File: src/rtl/activation_pkg.sv
// rtl/activation_pkg.sv - mode encodings, default PWL tables and saturation helpers
package activation_pkg;

    typedef enum logic [1:0] {
        ACT_SIGMOID = 2'b00,
        ACT_TANH    = 2'b01,
        ACT_RELU    = 2'b10,
        ACT_IDENT   = 2'b11
    } act_mode_e;

    // Default tables are characterised for DATA_WIDTH=8, SEG_BITS=4: segment i
    // starts at x = (i-8)/2. Entry 0 sits in the least significant byte.
    localparam logic [127:0] SIG_BASE_DEF  = {8'hF8, 8'hF3, 8'hEC, 8'hE1, 8'hD0, 8'hBA, 8'h9F, 8'h80,
                                              8'h60, 8'h45, 8'h2F, 8'h1E, 8'h13, 8'h0C, 8'h07, 8'h05};
    localparam logic [127:0] SIG_SLOPE_DEF = {8'h00, 8'h05, 8'h07, 8'h0B, 8'h11, 8'h16, 8'h1B, 8'h1F,
                                              8'h20, 8'h1B, 8'h16, 8'h11, 8'h0B, 8'h07, 8'h05, 8'h02};
    localparam logic [127:0] TANH_BASE_DEF = {8'h7F, 8'h7E, 8'h7D, 8'h7A, 8'h73, 8'h61, 8'h3B, 8'h00,
                                              8'hC5, 8'h9F, 8'h8D, 8'h86, 8'h83, 8'h82, 8'h81, 8'h81};
    localparam logic [127:0] TANH_SLOPE_DEF = {8'h00, 8'h01, 8'h01, 8'h03, 8'h07, 8'h12, 8'h26, 8'h3B,
                                               8'h3B, 8'h26, 8'h12, 8'h07, 8'h03, 8'h01, 8'h01, 8'h00};

    function automatic logic [7:0] def_base(input logic tbl, input int idx);
        if (idx < 0 || idx > 15) return 8'h00;
        return tbl ? TANH_BASE_DEF[idx*8 +: 8] : SIG_BASE_DEF[idx*8 +: 8];
    endfunction

    function automatic logic [7:0] def_slope(input logic tbl, input int idx);
        if (idx < 0 || idx > 15) return 8'h00;
        return tbl ? TANH_SLOPE_DEF[idx*8 +: 8] : SIG_SLOPE_DEF[idx*8 +: 8];
    endfunction

    // Clamp to [0, 2^dw-1].
    function automatic logic [31:0] sat_unsigned(input logic signed [31:0] v, input int dw);
        logic signed [31:0] hi;
        hi = (32'sd1 <<< dw) - 32'sd1;
        if (v < 0) return 32'd0;
        if (v > hi) return hi;
        return v;
    endfunction

    // Clamp to [-2^(dw-1), 2^(dw-1)-1].
    function automatic logic [31:0] sat_signed(input logic signed [31:0] v, input int dw);
        logic signed [31:0] hi;
        logic signed [31:0] lo;
        hi = (32'sd1 <<< (dw - 1)) - 32'sd1;
        lo = -(32'sd1 <<< (dw - 1));
        if (v < lo) return lo;
        if (v > hi) return hi;
        return v;
    endfunction

endpackage

File: src/rtl/activation_pwl_unit_lut.sv
// rtl/activation_pwl_unit_lut.sv - two run-time loadable base/slope tables with registered read
// Ports: clk/rst; wr_* synchronous table write; rd_en/rd_table/rd_addr read request,
// rd_base/rd_slope registered read data (held while rd_en is low).
module pwl_lut_bank
    import activation_pkg::*;
#(
    parameter int DATA_WIDTH = 8,
    parameter int SEG_BITS   = 4
) (
    input  logic                  clk,
    input  logic                  rst,
    input  logic                  wr_en,
    input  logic                  wr_table,
    input  logic [SEG_BITS-1:0]   wr_addr,
    input  logic [DATA_WIDTH-1:0] wr_base,
    input  logic [DATA_WIDTH-1:0] wr_slope,
    input  logic                  rd_en,
    input  logic                  rd_table,
    input  logic [SEG_BITS-1:0]   rd_addr,
    output logic [DATA_WIDTH-1:0] rd_base,
    output logic [DATA_WIDTH-1:0] rd_slope
);
    localparam int DEPTH = 1 << SEG_BITS;

    logic [DATA_WIDTH-1:0] base_q  [2][DEPTH];
    logic [DATA_WIDTH-1:0] slope_q [2][DEPTH];
    logic [DATA_WIDTH-1:0] base_d  [2][DEPTH];
    logic [DATA_WIDTH-1:0] slope_d [2][DEPTH];
    logic [DATA_WIDTH-1:0] rd_base_q, rd_base_d, rd_slope_q, rd_slope_d;

    always_comb begin
        base_d  = base_q;
        slope_d = slope_q;
        if (wr_en) begin
            base_d[wr_table][wr_addr]  = wr_base;
            slope_d[wr_table][wr_addr] = wr_slope;
        end
        // Reads use the pre-write contents, so a same-cycle write is seen one cycle later.
        rd_base_d  = rd_en ? base_q[rd_table][rd_addr]  : rd_base_q;
        rd_slope_d = rd_en ? slope_q[rd_table][rd_addr] : rd_slope_q;
    end

    always_ff @(posedge clk) begin
        if (rst) begin
            for (int t = 0; t < 2; t++) begin
                for (int i = 0; i < DEPTH; i++) begin
                    // Sigmoid bases are unsigned; tanh bases and all slopes are signed.
                    base_q[t][i]  <= (t == 1) ? DATA_WIDTH'($signed(def_base(1'b1, i)))
                                              : DATA_WIDTH'(def_base(1'b0, i));
                    slope_q[t][i] <= DATA_WIDTH'($signed(def_slope(t == 1, i)));
                end
            end
            rd_base_q  <= '0;
            rd_slope_q <= '0;
        end else begin
            base_q     <= base_d;
            slope_q    <= slope_d;
            rd_base_q  <= rd_base_d;
            rd_slope_q <= rd_slope_d;
        end
    end

    assign rd_base  = rd_base_q;
    assign rd_slope = rd_slope_q;
endmodule

File: src/rtl/activation_pwl_unit.sv
// rtl/activation_pwl_unit.sv - 3-stage piecewise-linear sigmoid/tanh/relu/identity unit
// Ports: clk, rst; in_valid/in_ready/in_data/in_mode input stream; out_valid/out_ready/out_data
// result stream; cfg_we/cfg_table/cfg_addr/cfg_base/cfg_slope table write port.
module activation_pwl_unit
    import activation_pkg::*;
#(
    parameter int DATA_WIDTH = 8,
    parameter int FRAC_BITS  = 5,
    parameter int SEG_BITS   = 4
) (
    input  logic                  clk,
    input  logic                  rst,
    input  logic                  in_valid,
    output logic                  in_ready,
    input  logic [DATA_WIDTH-1:0] in_data,
    input  logic [1:0]            in_mode,
    output logic                  out_valid,
    input  logic                  out_ready,
    output logic [DATA_WIDTH-1:0] out_data,
    input  logic                  cfg_we,
    input  logic                  cfg_table,
    input  logic [SEG_BITS-1:0]   cfg_addr,
    input  logic [DATA_WIDTH-1:0] cfg_base,
    input  logic [DATA_WIDTH-1:0] cfg_slope
);
    localparam int IB = DATA_WIDTH - SEG_BITS;   // interpolation bits below the segment index
    localparam int SW = DATA_WIDTH + IB + 2;     // headroom for base + slope*frac
    localparam int UNUSED_FRAC = FRAC_BITS;      // input scaling only affects table contents

    logic                  adv;
    logic                  s1_valid_q, s1_valid_d, s2_valid_q, s2_valid_d;
    logic                  out_valid_q, out_valid_d;
    logic [DATA_WIDTH-1:0] s1_x_q, s1_x_d, s2_x_q, s2_x_d, out_data_q, out_data_d;
    act_mode_e             s1_mode_q, s1_mode_d, s2_mode_q, s2_mode_d;
    logic [IB-1:0]         s2_frac_q, s2_frac_d;
    logic [SEG_BITS-1:0]   s1_idx;
    logic [DATA_WIDTH-1:0] rd_base, rd_slope;
    logic signed [SW-1:0]  base_ext, prod, sum;
    logic [DATA_WIDTH-1:0] y;

    // Offset-binary segment index: most-negative input maps to segment 0.
    assign s1_idx = {~s1_x_q[DATA_WIDTH-1], s1_x_q[DATA_WIDTH-2:IB]};

    assign adv      = ~out_valid_q | out_ready;
    assign in_ready = adv & ~cfg_we & ~rst;

    pwl_lut_bank #(.DATA_WIDTH(DATA_WIDTH), .SEG_BITS(SEG_BITS)) u_lut (
        .clk      (clk),
        .rst      (rst),
        .wr_en    (cfg_we),
        .wr_table (cfg_table),
        .wr_addr  (cfg_addr),
        .wr_base  (cfg_base),
        .wr_slope (cfg_slope),
        .rd_en    (adv),
        .rd_table (s1_mode_q == ACT_TANH),
        .rd_addr  (s1_idx),
        .rd_base  (rd_base),
        .rd_slope (rd_slope)
    );

    always_comb begin
        base_ext = (s2_mode_q == ACT_SIGMOID) ? SW'($unsigned(rd_base)) : SW'($signed(rd_base));
        prod     = SW'($signed(rd_slope)) * SW'($signed({1'b0, s2_frac_q}));
        sum      = base_ext + (prod >>> IB);
        case (s2_mode_q)
            ACT_SIGMOID: y = DATA_WIDTH'(sat_unsigned(32'(sum), DATA_WIDTH));
            ACT_TANH:    y = DATA_WIDTH'(sat_signed(32'(sum), DATA_WIDTH));
            ACT_RELU:    y = s2_x_q[DATA_WIDTH-1] ? '0 : s2_x_q;
            default:     y = s2_x_q;
        endcase
    end

    always_comb begin
        s1_valid_d  = s1_valid_q;
        s1_x_d      = s1_x_q;
        s1_mode_d   = s1_mode_q;
        s2_valid_d  = s2_valid_q;
        s2_x_d      = s2_x_q;
        s2_mode_d   = s2_mode_q;
        s2_frac_d   = s2_frac_q;
        out_valid_d = out_valid_q;
        out_data_d  = out_data_q;
        if (adv) begin
            s1_valid_d  = in_valid & in_ready;
            s1_x_d      = in_data;
            s1_mode_d   = act_mode_e'(in_mode);
            s2_valid_d  = s1_valid_q;
            s2_x_d      = s1_x_q;
            s2_mode_d   = s1_mode_q;
            s2_frac_d   = s1_x_q[IB-1:0];
            out_valid_d = s2_valid_q;
            if (s2_valid_q) out_data_d = y;
        end
    end

    always_ff @(posedge clk) begin
        if (rst) begin
            s1_valid_q  <= 1'b0;
            s1_x_q      <= '0;
            s1_mode_q   <= ACT_SIGMOID;
            s2_valid_q  <= 1'b0;
            s2_x_q      <= '0;
            s2_mode_q   <= ACT_SIGMOID;
            s2_frac_q   <= '0;
            out_valid_q <= 1'b0;
            out_data_q  <= '0;
        end else begin
            s1_valid_q  <= s1_valid_d;
            s1_x_q      <= s1_x_d;
            s1_mode_q   <= s1_mode_d;
            s2_valid_q  <= s2_valid_d;
            s2_x_q      <= s2_x_d;
            s2_mode_q   <= s2_mode_d;
            s2_frac_q   <= s2_frac_d;
            out_valid_q <= out_valid_d;
            out_data_q  <= out_data_d;
        end
    end

    assign out_valid = out_valid_q;
    assign out_data  = out_data_q;
endmodule
File: config.mk
export PLATFORM = sky130hd
export DESIGN_NAME = activation_pwl_unit
export DESIGN_NICKNAME = d
export VERILOG_FILES = /design/src/rtl/activation_pkg.sv /design/src/rtl/activation_pwl_unit_lut.sv /design/src/rtl/activation_pwl_unit.sv
export SDC_FILE = /design/constraint.sdc
export NUM_CORES = 1
export LEC_CHECK = 0
export CAP_MARGIN = 0
export CORE_UTILIZATION = 64
export DETAILED_ROUTE_END_ITERATION = 10
export PLACE_DENSITY = 0.78
export SYNTH_ARGS = -nofsm -noshare
export SYNTH_HDL_FRONTEND = slang
export SYNTH_SLANG_ARGS = --single-unit
File: constraint.sdc
create_clock -name clk -period 15.8 [get_ports clk]
set_clock_uncertainty 0.05 [all_clocks]
set_input_delay 3.16 -clock clk [delete_from_list [all_inputs] [get_ports clk]]
set_output_delay 3.16 -clock clk [all_outputs]
set_load 0.02 [all_outputs]
=== Yosys cells after proc, flatten, opt, wreduce, memory -nomap -nowiden ===
Cells that the tools add are included.

* Register bits after elaboration: 563
* Latch bits: 0
* RAM bits: 0
* Bits in read-only memories: 0
* Bits of input ports: 36
* Output and inout port bits: 10
* Logic and storage cells: 145
* Memories: 0

* Add/subtract/negate cells: 1
* $mul: 1
* Div/mod/pow operators: 0
* $lt $le $gt $ge: 10
* Eq/ne operators: 3
* Shift-type cells: 0
* Multiplexer cells: 39
* Bitwise operators: 12
* Reduce and logical (&&, ||, !) cells: 4

{| class="wikitable"
|+ Operator list
! kind !! count
|-
| 128-bit 2-to-1 mux || 7
|-
| 256-bit bitwise mux || 2
|-
| 128-bit demux with 1-bit select || 1
|-
| 8-bit 2-to-1 mux || 13
|-
| 8-bit binary-select mux with 4-bit select || 2
|-
| 8-bit demux with 4-bit select || 1
|-
| 8-bit case mux with 3 select lines || 1
|-
| 14-bit by 9-bit adder with 14-bit output || 1
|-
| 14-bit by 8-bit greater-than comparator with 1-bit output (second input constant) || 1
|-
| 14-bit by 9-bit greater-than comparator with 1-bit output (second input constant) || 1
|-
| 14-bit by 1-bit less-than comparator with 1-bit output (second input constant) || 1
|-
| 14-bit by 8-bit less-than comparator with 1-bit output (second input constant) || 1
|-
| 14-bit 2-to-1 mux || 1
|-
| 8-bit by 5-bit multiplier with 13-bit output || 1
|-
| 5-bit greater-or-equal comparator (second input constant) || 2
|-
| 1-bit 2-to-1 mux || 10
|-
| 4-bit NOT with 5-bit output || 2
|-
| 7-bit 2-to-1 mux || 1
|-
| 5-bit by 1-bit less-than comparator with 1-bit output (second input constant) || 1
|-
| 2-bit by 1-bit == test with 1-bit output (second input constant) || 2
|-
| 2-bit greater-or-equal comparator (second input constant) || 2
|-
| 1-bit NOT || 4
|-
| 1-bit NOT with 2-bit output || 2
|-
| 1-bit bitwise AND || 3
|-
| 6 further kinds || 7
|}

=== Depth between registers and ports, before layout ===
* Word-level depth: 11
* Mapped depth: 23
* Gate-level depth less buffers: 22

=== Hierarchy ===
A second synthesis with hierarchy kept.

* Cells, all modules: 3,267
* Area, all modules: 26,301.5 um2

{| class="wikitable"
|+ By module, submodules not included
! module !! instances !! cells an instance !! area each (um2) !! sequential area each (um2)
|-
| pwl_lut_bank || 1 || 2,884 || 23,291.1 || 10,570.1
|-
| activation_pwl_unit || 1 || 383 || 3,010.4 || 620.6
|}

=== Worst setup path before layout ===
OpenSTA, ideal clock, no wires.

* Kind: input-to-output
* From: input rst
* To: output in_ready
* Arrival: 4,046 ps
* Data required time: 12,590 ps
* Path slack: 8,544 ps
* Cell stages on the path: 3
* Path buffers: 2
* Cell sequence: clkbuf_1 buf_1 nor3_1

* Longest elaborated chain between the ends: 2

{| class="wikitable"
|+ Ends and longest elaborated chain
! element !! RTL line !! source
|-
| from (decl) || activation_pwl_unit.sv:12 || <nowiki>input logic rst,</nowiki>
|-
| 1-bit NOT || activation_pwl_unit.sv:45 || <nowiki>assign in_ready = adv & ~cfg_we & ~rst;</nowiki>
|-
| 1-bit bitwise AND || activation_pwl_unit.sv:45 ||
|-
| to (decl) || activation_pwl_unit.sv:14 || <nowiki>output logic in_ready,</nowiki>
|}

No other way between the ends.

=== Final worst setup path ===
* From: input out_ready
* To: output in_ready

* Longest elaborated chain between the ends: 3

{| class="wikitable"
|+ Ends and longest elaborated chain
! element !! RTL line !! source
|-
| from (decl) || activation_pwl_unit.sv:18 || <nowiki>input logic out_ready,</nowiki>
|-
| 1-bit bitwise OR || activation_pwl_unit.sv:44 || <nowiki>assign adv = ~out_valid_q | out_ready;</nowiki>
|-
| 1-bit bitwise AND (2 in series) || activation_pwl_unit.sv:45 ||
|}

No other way between the ends.

==> impl_metrics.tcl <==
set metrics [dict create \
    synth_fa_ha_area_share_pct 2.832 \
    rsz0062_at_grt "no" \
    layout-drive-gt1-share_pct 10.83 \
    cp-end-kind "output port" \
    slowest_stage "clkdlybuf4s50_1" \
    r2r_end "out_data[3]$_SDFFE_PP0P_" \
    initial_utilization_pct 64.87 \
    start_kind "primary input" \
    worst_pin_slew_ps 1298 \
    synth_edf_count 0 \
    clk_latency_ps 630 \
    ir_worst_vdd_uv 83.20 \
    synthMuxAreaShare_pct 14.72 \
    post-place-ws_ps 7868 \
    vias 21729 \
    syn-instance-count 2973 \
    htreeDepth 2 \
    ys.warnings.count 0 \
    synth.area.top_cells "dfxtp_1 44%, nand2_1 16%, mux4_2 14%" \
    cts_tree "done" \
    nets 2981 \
    path_cells "clkdlybuf4s50_1 -> nor2b_2 -> buf_4 -> nor3_1 -> clkdlybuf4s50_1" \
    coreArea_sq_um 39640 \
    setup_viol 0 \
    status "complete, no violations" \
    syn_to_final_growth_pct 9.819 \
    tns_ps 0 \
    drv_cap 0 \
    via_per_inst 6.271 \
    dp_hpwl_mm 44.94 \
    reg2reg_slack_ps 10080 \
    critPathCapture "in_ready" \
    die_y_um 202.4 \
    relSlewSlack_pct 12.99 \
    synth_top_family_by_area "simple AND/OR/NAND/NOR gates" \
    required_ps 12590 \
    die_w_um 202.4 \
    regArea_sq_um 11200 \
    grt_max_degree 258 \
    io_pins 46 \
    ctsRootBufferMaster "clkbuf_16" \
    powerDensity_nw_per_um2 107.4 \
    syn-cell-area_sq_um 25710 \
    multi_input_area_sq_um 13510 \
    syn_avg_cell_area_sq_um 8.649 \
    min_path_type "reg2reg" \
    synthArstFlopShare_pct 0 \
    antenna_found_initial 5 \
    routedWlPerCell_um 21.38 \
    clock_sinks 559 \
    first_pass_iters 6 \
    clock_path_buffers 3 \
    cp_max_fo 24 \
    numCtsBuffers 55 \
    hold_viol_final 0 \
    syn-num-nets 3057 \
    cp.arrival_ps 4730 \
    leakagePower_nw 10.55 \
    grt_pass1_wl_mm 115.6 \
    postRouteAntennaNets 0 \
    place_congestion 0.9116 \
    ctsHoldBuffers 0 \
    synth_xor_area_share_pct 0.4428 \
    drt-initial-drc-count 2526 \
    synth_cell_types 50 \
    critPathBufInv 3 \
    critical_path.startpoint "out_ready" \
    synth-compound-area-share_pct 9.153 \
    dp_cells 3365 \
    die_area_sq_um 40980 \
    clk_pin_slew_ps 60 \
    slew_viol_final 0 \
    max_stage_delay_ps 630 \
    worst-path-stages 5 \
    yosys_register_bits 559 \
    cpMostUsedCell "clkdlybuf4s50_1" \
    yosys.area_share.simple_pct 25.17 \
    rr_startpoint "s2_x_q[2]$_SDFFE_PP0N_" \
    cts_setup_buffers 0 \
    num_rows 73 \
    crit_type "in2out" \
    crit_family "buffers and inverters" \
    period_share_pct 50.25 \
    yosys.area.top_type "dfxtp_1" \
    nFillCells 2938 \
    io_buffers 45 \
    yosysSeqAreaShare_pct 43.52 \
    first_global_vias 21108 \
    setup_slack_ps 7861 \
    synth_top_area_share_pct 43.52 \
    final_cells 3465 \
    grt_use_total_pct 36.09 \
    grt_overflow 0 \
    min_period_ps 7939 \
    synthFlopType "dfxtp_1" \
    fmax_mhz 126.0 \
    post_cts_resize_count 0 \
    worstRegToRegCells 22 \
    drt_drc_violations_left 0 \
    routed_wl_mm 74.07 \
]
-- worst reg2reg max path, delay by kind of cell (launching register included) --
| family | cells | cell delay (ps) |
|---|---|---|
| fa+ha+maj | 5 | 1870 |
| compound gates | 7 | 1800 |
| simple gates | 7 | 1180 |
| flops | 1 | 580 |
| xor+xnor | 1 | 130 |
| buf+inv | 2 | 90 |
-- Yosys cell counts, types with 2 or more instances --
cell         n
a31oi_1      3
or3_1        2
fa_1        17
a21oi_1    356
nor2_1      72
ha_1        31
xnor2_1     12
a211o_1      2
o21ba_2      2
nand2b_1     9
a211oi_1    20
o22ai_1      3
a21boi_0     2
nor3_1      20
nand4_1      6
a311oi_1     2
o31a_1       3
and3_1       2
nor2b_1     12
mux4_2     160
clkbuf_1   191
nand2_1   1111
buf_2       36
o21ai_1      3
o21a_1       6
nand3_1     15
a21o_1       6
and2_1      25
nand3b_1   198
a22oi_1      3
dfxtp_1    559
buf_1        5
o21ai_0      9
o211ai_1     2
mux2i_1     16
inv_1       38
-- registers in the layout, summed over array words and instances, names as in the netlist --
register        count
s2_x_q              8
out_data            8
u_lut.rd_slope      8
s1_valid_q          1
u_lut.rd_base       8
u_lut.base_q      256
s1_x_q              8
u_lut.slope_q     256
s2_valid_q          1
s2_mode_q           2
out_valid           1
s1_mode_q           2
-- layer usage --
| metal | wire [um] | vias up | global-route usage (%) |
|---|---|---|---|
| met5 | 9 | - | 0 |
| met4 | 3765 | 2 | 20.01 |
| met3 | 6942 | 197 | 6.498 |
| met2 | 34940 | 1103 | 57.60 |
| met1 | 28410 | 10564 | 46.53 |
| li1 | - | 9863 | - |
-- worst min-delay path by stage --
stage                                        start                        endpoint  slack [ps]  depth (start not counted)
finish                      s1_x_q[3]$_SDFFE_PP0N_          s1_x_q[3]$_SDFFE_PP0N_         400                          2
global placement    u_lut.base_q[122]$_SDFFE_PP0P_  u_lut.base_q[122]$_SDFFE_PP0P_         390                          2
floorplan                   s1_x_q[0]$_SDFFE_PP0N_          s1_x_q[0]$_SDFFE_PP0N_         380                          2
detailed placement          s1_x_q[0]$_SDFFE_PP0N_          s1_x_q[0]$_SDFFE_PP0N_         390                          2
CTS                         s1_x_q[2]$_SDFFE_PP0N_          s1_x_q[2]$_SDFFE_PP0N_         400                          2
global route                s1_x_q[3]$_SDFFE_PP0N_          s1_x_q[3]$_SDFFE_PP0N_         420                          2
-- final cells by class --
| class | instances | share of cell area [%] |
|---|---|---|
| diodes | 4 | 0.03545 |
| clock buffers | 84 | 5.831 |
| clock inverters | 12 | 0.7089 |
| inverters | 38 | 0.5051 |
| multi-input cells | 2143 | 47.83 |
| flip-flops and latches | 559 | 39.65 |
| well taps | 525 | 2.326 |
| repair buffers | 100 | 3.119 |
-- power breakdown --
part	internal, mW	switching [mW]
registers	1.43	0.0175
logic	0.0924	0.145
clock network	0.794	0.554
-- cell families (layout without fill, tap and decap cells) --
family                   Yosys count  after routing
AND/OR/NAND/NOR                 1474           1474
flip-flops                       559            559
AO/OA/AOI/OAI                    431            431
buffers and inverters            271            234
multiplexers                     177            177
adder cells (fa/ha/maj)           48             48
XOR/XNOR                          13             13
other                              0              4
-- per-stage QoR --
step | hold slack, ps | area [sq um] | utilization, % | power [mW]
2_1_floorplan | 382.1 | 25710 | - | 1.631
3_5_place_dp | 394.0 | 26380 | 66.55 | 1.709
4_1_cts | 401.9 | 28230 | 71.21 | 3.032
3_3_place_gp | 388.1 | 26380 | 66.55 | 1.703
5_1_grt | 416.9 | 28240 | 71.23 | 3.115
6_report | 401.3 | 28240 | 71.24 | 3.032
-- placed cells by master, fill, tap and decap left out, types with 10 or more instances in the layout --
cell             instances
clkbuf_16               56
nor3_1                  12
nand2_1               1111
nand3b_1               198
clkdlybuf4s50_1         44
nor2b_1                 10
nor2_1                  72
and2_1                  25
nand3_1                 15
mux4_2                 160
clkbuf_8                14
clkbuf_1                14
buf_4                   54
dfxtp_1                557
fa_1                    17
a211oi_1                20
mux2i_1                 16
a21oi_1                356
xnor2_1                 12
inv_1                   38
ha_1                    31
Power figures use the tool's default switching activity.
